**config.mk**
```make
export PLATFORM = sky130hd
export DESIGN_NAME = rs232_tx_arbiter
export DESIGN_NICKNAME = d
export VERILOG_FILES = /design/src/rtl/rs232_pkg.sv /design/src/rtl/rs232_tx_arbiter_rr_picker.sv /design/src/rtl/rs232_tx_arbiter.sv
export SDC_FILE = /design/constraint.sdc
export NUM_CORES = 1
export LEC_CHECK = 0
export ABC_CLOCK_PERIOD_IN_PS = 3200
export CORE_MARGIN = 1.5
export CORE_UTILIZATION = 44
export CTS_CLUSTER_DIAMETER = 60
export DETAILED_ROUTE_END_ITERATION = 6
export HOLD_SLACK_MARGIN = 0.05
export PLACE_DENSITY = 0.8
export SLEW_MARGIN = 20
export SYNTH_ARGS = -nofsm -noshare
export SYNTH_HDL_FRONTEND = slang
export SYNTH_SLANG_ARGS = --single-unit
```
**constraint.sdc**
```tcl
create_clock -name clock -period 3.2 [get_ports clock]
set_input_delay 0.48 -clock clock [delete_from_list [all_inputs] [get_ports clock]]
set_output_delay 0.48 -clock clock [all_outputs]
set_load 0.01 [all_outputs]
```
**src/rtl/rs232_pkg.sv**
```systemverilog
`default_nettype none
// ============================================================================
// Module      : rs232_pkg
// Description : Shared types and helpers for the rs232 transmit arbiter:
//               header tag, FSM state encoding, width helpers.
// Revision    : 1.0 - initial release
// ============================================================================
package rs232_pkg;

  // Upper nibble of every channel-ID header byte
  localparam logic [3:0] HEADER_TAG = 4'hA;

  typedef enum logic [1:0] {
    ST_IDLE    = 2'd0,
    ST_HEADER  = 2'd1,
    ST_PAYLOAD = 2'd2
  } arb_state_e;

  // Bits needed to hold a byte count from 0 to max_len inclusive
  function automatic int count_width(input int max_len);
    return $clog2(max_len + 1);
  endfunction

  // Bits needed to index n requesters (at least one)
  function automatic int idx_width(input int n);
    return (n > 1) ? $clog2(n) : 1;
  endfunction

  // Header byte announcing which requester owns the following packet
  function automatic logic [7:0] header_byte(input logic [3:0] id);
    return {HEADER_TAG, id};
  endfunction

endpackage
`default_nettype wire

```
**src/rtl/rs232_tx_arbiter_rr_picker.sv**
```systemverilog
`default_nettype none
// ============================================================================
// Module      : rr_picker
// Description : Combinational round-robin priority encoder. Searches the
//               request vector starting one position after the pointer and
//               wrapping, returning the first hit as one-hot and binary.
// Revision    : 1.0 - initial release
// ============================================================================
module rr_picker
  import rs232_pkg::*;
#(
  parameter int N    = 4,
  parameter int IDXW = idx_width(N)
) (
  input  logic [N-1:0]    req_i,
  input  logic [IDXW-1:0] ptr_i,
  output logic [N-1:0]    gnt_o,
  output logic [IDXW-1:0] idx_o,
  output logic            any_o
);

  logic [IDXW-1:0] cand;

  // Walk candidates ptr+1 .. ptr+N (mod N); the first requesting one wins
  always_comb begin
    gnt_o = '0;
    idx_o = '0;
    any_o = 1'b0;
    cand  = '0;
    for (int k = 1; k <= N; k++) begin
      cand = IDXW'((int'(ptr_i) + k) % N);
      if (!any_o && req_i[cand]) begin
        any_o       = 1'b1;
        gnt_o[cand] = 1'b1;
        idx_o       = cand;
      end
    end
  end

endmodule
`default_nettype wire

```
**src/rtl/rs232_tx_arbiter.sv**
```systemverilog
`default_nettype none
// ============================================================================
// Module      : rs232_tx_arbiter
// Description : Shares one rs232 transmitter byte port among N requesters.
//               Grants whole packets round-robin; a packet ends on a byte
//               flagged last or when MAX_LEN bytes have been sent. Payload
//               bytes pass through combinationally from the owner.
//               Optional macro RS232_ARB_HEADER_EN prepends a {4'hA, id}
//               header byte to every packet.
// Revision    : 1.0 - initial release
// ============================================================================
module rs232_tx_arbiter
  import rs232_pkg::*;
#(
  parameter int N       = 4,
  parameter int MAX_LEN = 64
) (
  input  logic           clock,
  input  logic           reset,
  input  logic [8*N-1:0] req_data,
  input  logic [N-1:0]   req_valid,
  input  logic [N-1:0]   req_last,
  output logic [N-1:0]   req_ready,
  output logic [7:0]     tx_data,
  output logic           tx_valid,
  input  logic           tx_ready,
  output logic [N-1:0]   grant,
  output logic           busy
);

  localparam int              IDXW      = idx_width(N);
  localparam int              CW        = count_width(MAX_LEN);
  // Pointer starts at N-1 so the search after reset begins at requester 0
  localparam logic [IDXW-1:0] PTR_RESET = IDXW'(N - 1);
  localparam logic [CW:0]     MAX_LEN_W = (CW + 1)'(MAX_LEN);

  arb_state_e      state_q;
  logic [N-1:0]    grant_q;
  logic [IDXW-1:0] gidx_q;
  logic [IDXW-1:0] ptr_q;
  logic [CW-1:0]   count_q;
  logic [CW-1:0]   count_d;
`ifdef RS232_ARB_HEADER_EN
  logic            hdr_valid_q;
  logic [7:0]      hdr_data_q;
`endif

  logic [N-1:0]    pick_gnt;
  logic [IDXW-1:0] pick_idx;
  logic            pick_any;

  logic [7:0]      sel_data;
  logic            sel_valid;
  logic            sel_last;
  logic            payload;
  logic            xfer;
  logic            pkt_end;
  logic [CW:0]     count_inc;

  rr_picker #(
    .N    (N),
    .IDXW (IDXW)
  ) u_picker (
    .req_i (req_valid),
    .ptr_i (ptr_q),
    .gnt_o (pick_gnt),
    .idx_o (pick_idx),
    .any_o (pick_any)
  );

  // Select the owner's byte, valid and last flag using the one-hot grant
  always_comb begin
    sel_data  = '0;
    sel_valid = 1'b0;
    sel_last  = 1'b0;
    for (int i = 0; i < N; i++) begin
      if (grant_q[i]) begin
        sel_data  = req_data[8*i +: 8];
        sel_valid = req_valid[i];
        sel_last  = req_last[i];
      end
    end
  end

  // Payload transfer detection, packet-end condition and saturating count
  always_comb begin
    payload   = (state_q == ST_PAYLOAD);
    xfer      = payload && sel_valid && tx_ready;
    count_inc = {1'b0, count_q} + {{CW{1'b0}}, 1'b1};
    pkt_end   = sel_last || (count_inc == MAX_LEN_W);
    count_d   = (count_q == {CW{1'b1}}) ? count_q : count_inc[CW-1:0];
  end

  // Output steering: owner pass-through in PAYLOAD, registered header otherwise
  always_comb begin
    req_ready = payload ? (grant_q & {N{tx_ready}}) : '0;
`ifdef RS232_ARB_HEADER_EN
    tx_data   = payload ? sel_data  : hdr_data_q;
    tx_valid  = payload ? sel_valid : hdr_valid_q;
`else
    tx_data   = payload ? sel_data  : 8'h00;
    tx_valid  = payload ? sel_valid : 1'b0;
`endif
    grant     = grant_q;
    busy      = (state_q != ST_IDLE);
  end

  // Arbitration FSM: pick in IDLE, optional header, then payload until end
  always_ff @(posedge clock) begin
    if (reset) begin
      state_q     <= ST_IDLE;
      grant_q     <= '0;
      gidx_q      <= '0;
      ptr_q       <= PTR_RESET;
      count_q     <= '0;
`ifdef RS232_ARB_HEADER_EN
      hdr_valid_q <= 1'b0;
      hdr_data_q  <= 8'h00;
`endif
    end else begin
      case (state_q)
        ST_IDLE: begin
          if (pick_any) begin
            grant_q <= pick_gnt;
            gidx_q  <= pick_idx;
            count_q <= '0;
`ifdef RS232_ARB_HEADER_EN
            state_q     <= ST_HEADER;
            hdr_valid_q <= 1'b1;
            hdr_data_q  <= header_byte(4'(pick_idx));
`else
            state_q     <= ST_PAYLOAD;
`endif
          end
        end
`ifdef RS232_ARB_HEADER_EN
        ST_HEADER: begin
          if (tx_ready) begin
            state_q     <= ST_PAYLOAD;
            hdr_valid_q <= 1'b0;
            hdr_data_q  <= 8'h00;
          end
        end
`endif
        ST_PAYLOAD: begin
          if (xfer) begin
            if (pkt_end) begin
              ptr_q   <= gidx_q;
              grant_q <= '0;
              count_q <= '0;
              state_q <= ST_IDLE;
            end else begin
              count_q <= count_d;
            end
          end
        end
        default: begin
          state_q <= ST_IDLE;
          grant_q <= '0;
        end
      endcase
    end
  end

endmodule
`default_nettype wire
```
Word level (Yosys, flattened, before mapping)
Cells that the tools add are included.
- flip-flop bits (word level): 17
- input bits: 43
- output and inout port bits: 18
- logic and storage cells: 105
- $add $sub $neg: 5
- $lt $le $gt $ge: 8
- eq/ne operators: 7
- mux-type cells: 56
- bitwise gates (word level): 4
- reduce and logical (&&, ||, !) cells: 20
- operators with widths (kind ; count):
    $mux 8 ; 5
    $mux 4 ; 8
    $mux 7 ; 4
    $mux 1 ; 21
    $mux 2 ; 7
    $pmux 7 s2 ; 1
    $lt 2x3->1 const B ; 4
    $or 4x4->4 ; 3
    $logic_and 1x1->1 ; 9
    $add 7x1->8 const B ; 1
    $bmux 1 s2 ; 4
    $demux 1 s2 ; 4
    $eq 8x7->1 const B ; 1
    $ge 2x1->1 const B ; 4
    $pmux 4 s2 ; 1
    $eq 7x7->1 const B ; 1
    $reduce_and 3->1 ; 2
    $add 2x1->2 const B ; 2
    $add 2x2->2 const B ; 2
    $and 4x4->4 ; 1
    $ne 2x1->1 const B ; 2
    $pmux 2 s2 ; 1
    $reduce_and 4->1 ; 1
    $reduce_bool 2->1 ; 2
    other kinds (7) ; 9

Depth between registers and ports, before layout
- depth after elaboration: 15
- depth in mapped cells: 9
- gate-level depth less buffers: 7

By module
From an unflattened synthesis, not the netlist that was laid out.
- cells, all modules: 217
- area, all modules: 1765.4 um^2
- modules (own cells, without submodules) (module ; times used ; cells each ; area an instance (um^2) ; seq. area each (um^2)):
    rs232_tx_arbiter ; 1 ; 149 ; 1239.9 ; 320.3
    rr_picker ; 1 ; 68 ; 525.5 ; 0.0

Worst setup path after synthesis
OpenSTA, ideal clock, no wires.
- path type: reg2reg
- from: register ptr_q[0]
- to: register grant_q[0] (netlist: grant[0])
- library setup time: 76 ps
- data arrival time: 2531 ps
- required time: 3124 ps
- setup slack: 593 ps
- cell stages (with the launch flop): 10
- buffers on the path: 2
- period minus slack after synthesis: 2607 ps
- cell sequence: dfxtp_1 > buf_6 > inv_1 > ha_1 > mux4_1 > or4_4 > buf_6 > nor3_4 > a311oi_2 > o22ai_1
- word-level cells in the longest chain between the ends: 15
- elaborated cells between the ends (all ways): 53
- those cells by class: 4 x add/sub; 8 x order compare; 1 x eq/ne; 26 x mux; 3 x bitwise; 11 x reduce/logical
- RTL lines (element ; line ; RTL):
    start, declared ; rs232_tx_arbiter.sv:40 ; logic [IDXW-1:0] ptr_q;
    start signal, assigned ; rs232_tx_arbiter.sv:148 ; ptr_q <= gidx_q;
    parallel branches: the longest is 15 deep, another holds $lt 2x3->1 ; - ;
    end signal, assigned ; rs232_tx_arbiter.sv:124 ; grant_q <= pick_gnt;
    end, declared ; rs232_tx_arbiter.sv:38 ; logic [N-1:0] grant_q;
Parallel ways; which one is timed is not known. The select of a mux whose other input is x is not followed.
A chain may end at the register's enable or synchronous reset.

Worst setup path after layout
- from: register grant_q[1] (netlist: grant[1])
- to: output tx_data[0]
- word-level cells in the longest chain between the ends: 4
- RTL lines (element ; line ; RTL):
    $mux 8 (3 in series) ; rs232_tx_arbiter.sv:77 ; if (grant_q[i]) begin
    $mux 8 ; rs232_tx_arbiter.sv:101 ; tx_data = payload ? sel_data : 8'h00;
    end, declared ; rs232_tx_arbiter.sv:24 ; output logic [7:0] tx_data,
No other way between the ends.

==> impl_metrics.tcl <==
set metrics [dict create \
    port_buffers 60 \
    grtUsageTotal_pct 22.8 \
    area_growth_pct 41.6 \
    yosys.area.top_type "dfxtp_1" \
    yosysTopAreaCellShare_pct 20.0 \
    multi_input_area_mm2 0.00116 \
    die_area_mm2 0.00401 \
    drt-vias-per-instance 6.02 \
    synth_async_sr_flop_share_pct 0 \
    p_per_area_mw_per_mm2 341 \
    fin_crit_sh_pct 88.3 \
    rsz0062_at_grt "no" \
    grt_antenna_before_repair 0 \
    die_w_um 63.4 \
    worstSetupEndpointType "output port" \
    grt_pass1_vias 1654 \
    tns_ps 0 \
    final_hold_viol_count 0 \
    grt_pass1_wl_mm 7.59 \
    arrival_ps 2350 \
    fillerInstances 293 \
    clockRootBuffer "clkbuf_4" \
    syn-mean-instance-area_um2 8.18 \
    io_pins 61 \
    critPathLaunchType "flip-flop" \
    routedWlPerCell_um 15.2 \
    fin_nets 309 \
    drt_pass1_iterations 4 \
    synthMuxAreaShare_pct 9.99 \
    overflow 0 \
    ys_types 45 \
    syn_inst 196 \
    cts_buffer_depth 2 \
    route.detailed.drc 0 \
    antenna_cells 0 \
    antenna_left 0 \
    post-synth-top-count-cell "nor2_1" \
    tightest_slew_ps 563 \
    setup_viol_count_final 0 \
    seq_area_um2 320 \
    cts_tree "done" \
    synthTopCellsByCount "nor2_1, dfxtp_1, nand3_1, nor3_1" \
    ys.flop_type "dfxtp_1" \
    final_util_pct 66.4 \
    fin_skew_ps 0.777 \
    cap_violations 0 \
    holdWs_ps 491 \
    post_cts_buffers 0 \
    outcome "complete, no violations" \
    netlist_area_mm2 0.00160 \
    vdd_ir_drop_max_uv 195 \
    start_util_pct 46.9 \
    hpwl_mm 3.49 \
    synth_compound_area_share_pct 25.0 \
    ctsResizeCount 0 \
    clkTransAtPathRegs_ps 100 \
    clock_latency_ps 280 \
    syn_nets 248 \
    chipHeight_um 63.4 \
    core_area_mm2 0.00342 \
    synth_simple_gate_area_share_pct 29.9 \
    r2r_slack_ps 650 \
    synth_edf_count 0 \
    wl_mm 4.59 \
    min_period_ps 2830 \
    cts.hold.buffers_added 0 \
    drt-initial-drc-count 69 \
    gp_congestion 0.809 \
    htreeDepth 1 \
    clock.fmax_ghz 0.354 \
    yosysSeqAreaShare_pct 20.0 \
    slew_viol_final 0 \
    min_path_type "flip-flop to flip-flop" \
    synthAdderAreaFrac_pct 7.03 \
    rows 21 \
    synth-xor-area-share_pct 0.546 \
    synth_top_family_by_area "simple AND/OR/NAND/NOR gates" \
    cp_data_required_time_ps 2720 \
    synthTopCellsByArea "dfxtp_1, ha_1, nor2_1" \
    critical_path_class "flip-flop to output port" \
    clock_sinks 16 \
    synth_warnings 0 \
    synth-seq-cells 16 \
    path_max_fanout 15 \
    leakagePower_nw 0.843 \
    cts-buffers-inserted 3 \
    slew_headroom_pct 62.4 \
    vias 1817 \
    drive_gt1_share_pct 10.2 \
    grt_max_degree 17 \
]
[layout make-up]
| cell class | count | area share [%] |
|---|---|---|
| Multi-Input combinational cell | 158 | 51.2 |
| Timing Repair Buffer | 67 | 28.8 |
| Sequential cell | 16 | 14.1 |
| Tap cell | 46 | 2.54 |
| Inverter | 11 | 1.82 |
| Clock buffer | 4 | 1.60 |
[kinds of logic (layout without fill, tap and decap cells)]
| kind of cell | count (synthesis) | in the layout |
|---|---|---|
| compound gates | 53 | 53 |
| xor+xnor | 1 | 1 |
| fa+ha+maj | 9 | 9 |
| buf+inv | 22 | 82 |
| flops | 16 | 16 |
| mux | 10 | 10 |
| simple gates | 85 | 85 |
[power by group]
group          leakage, nW  switching, mW  internal, mW
clock               0.0210         0.0678        0.0692
combinational        0.692          0.191         0.212
sequential           0.130         0.0219         0.212
[cell usage in the layout (no fill, tap or decap), drive strengths merged, types with 2 or more instances in the layout]
| cell | instances |
|---|---|
| o21ai | 4 |
| mux2i | 4 |
| a22oi | 4 |
| clkdlybuf4s50 | 60 |
| nand2 | 8 |
| nand4 | 3 |
| nand3 | 12 |
| nor3b | 2 |
| mux2 | 2 |
| a211oi | 4 |
| ha | 9 |
| or4b | 2 |
| buf | 7 |
| mux4 | 4 |
| nor3 | 13 |
| dfxtp | 16 |
| nor2b | 3 |
| nand3b | 5 |
| o22ai | 7 |
| a31oi | 2 |
| a21oi | 10 |
| nand2b | 7 |
| a32oi | 4 |
| inv | 10 |
| a221oi | 8 |
| nor2 | 24 |
| a311oi | 2 |
| a221o | 4 |
| clkbuf | 4 |
[flip-flops by register name (all words and copies together), names as in the netlist]
register and count:
state_q 1, ptr_q 2, grant 4, gidx_q 2
count_q 7
[final timing paths]
kind | from | endpoint | cells past startpoint
max | grant[1] | tx_data[0] | 6
min | count_q[1] | count_q[1] | 2
max reg2reg | ptr_q[0] | grant[2] | 7
min reg2reg | count_q[1] | count_q[1] | 2
[critical path, cell delays in order (launching register included)]
cell,delay [ps]
dfxtp_1,480
nor2b_1,530
a221oi_1,150
nor3_1,210
a21oi_1,60
nor2_1,80
clkdlybuf4s50_1,550
[metal layers]
layer	track usage [%]	vias up	part of all wire, %
met5	0	-	0
met4	4.08	0	0.31
met3	3.75	2	6.3
met2	39.9	69	48
met1	29.7	859	45
li1	-	887	-
[through the flow]
stage                     area (um2)  worst slack, ps  total power, mW  std cells
after floorplan                 1600              593            0.476        196
after global placement          2230              468            0.634        298
after detailed placement        2230              391            0.640        298
after CTS                       2270              353            0.776        302
after global routing            2270              175            0.827        302
final                           2270              375            0.774        302
(Power assumes the default switching activity.)
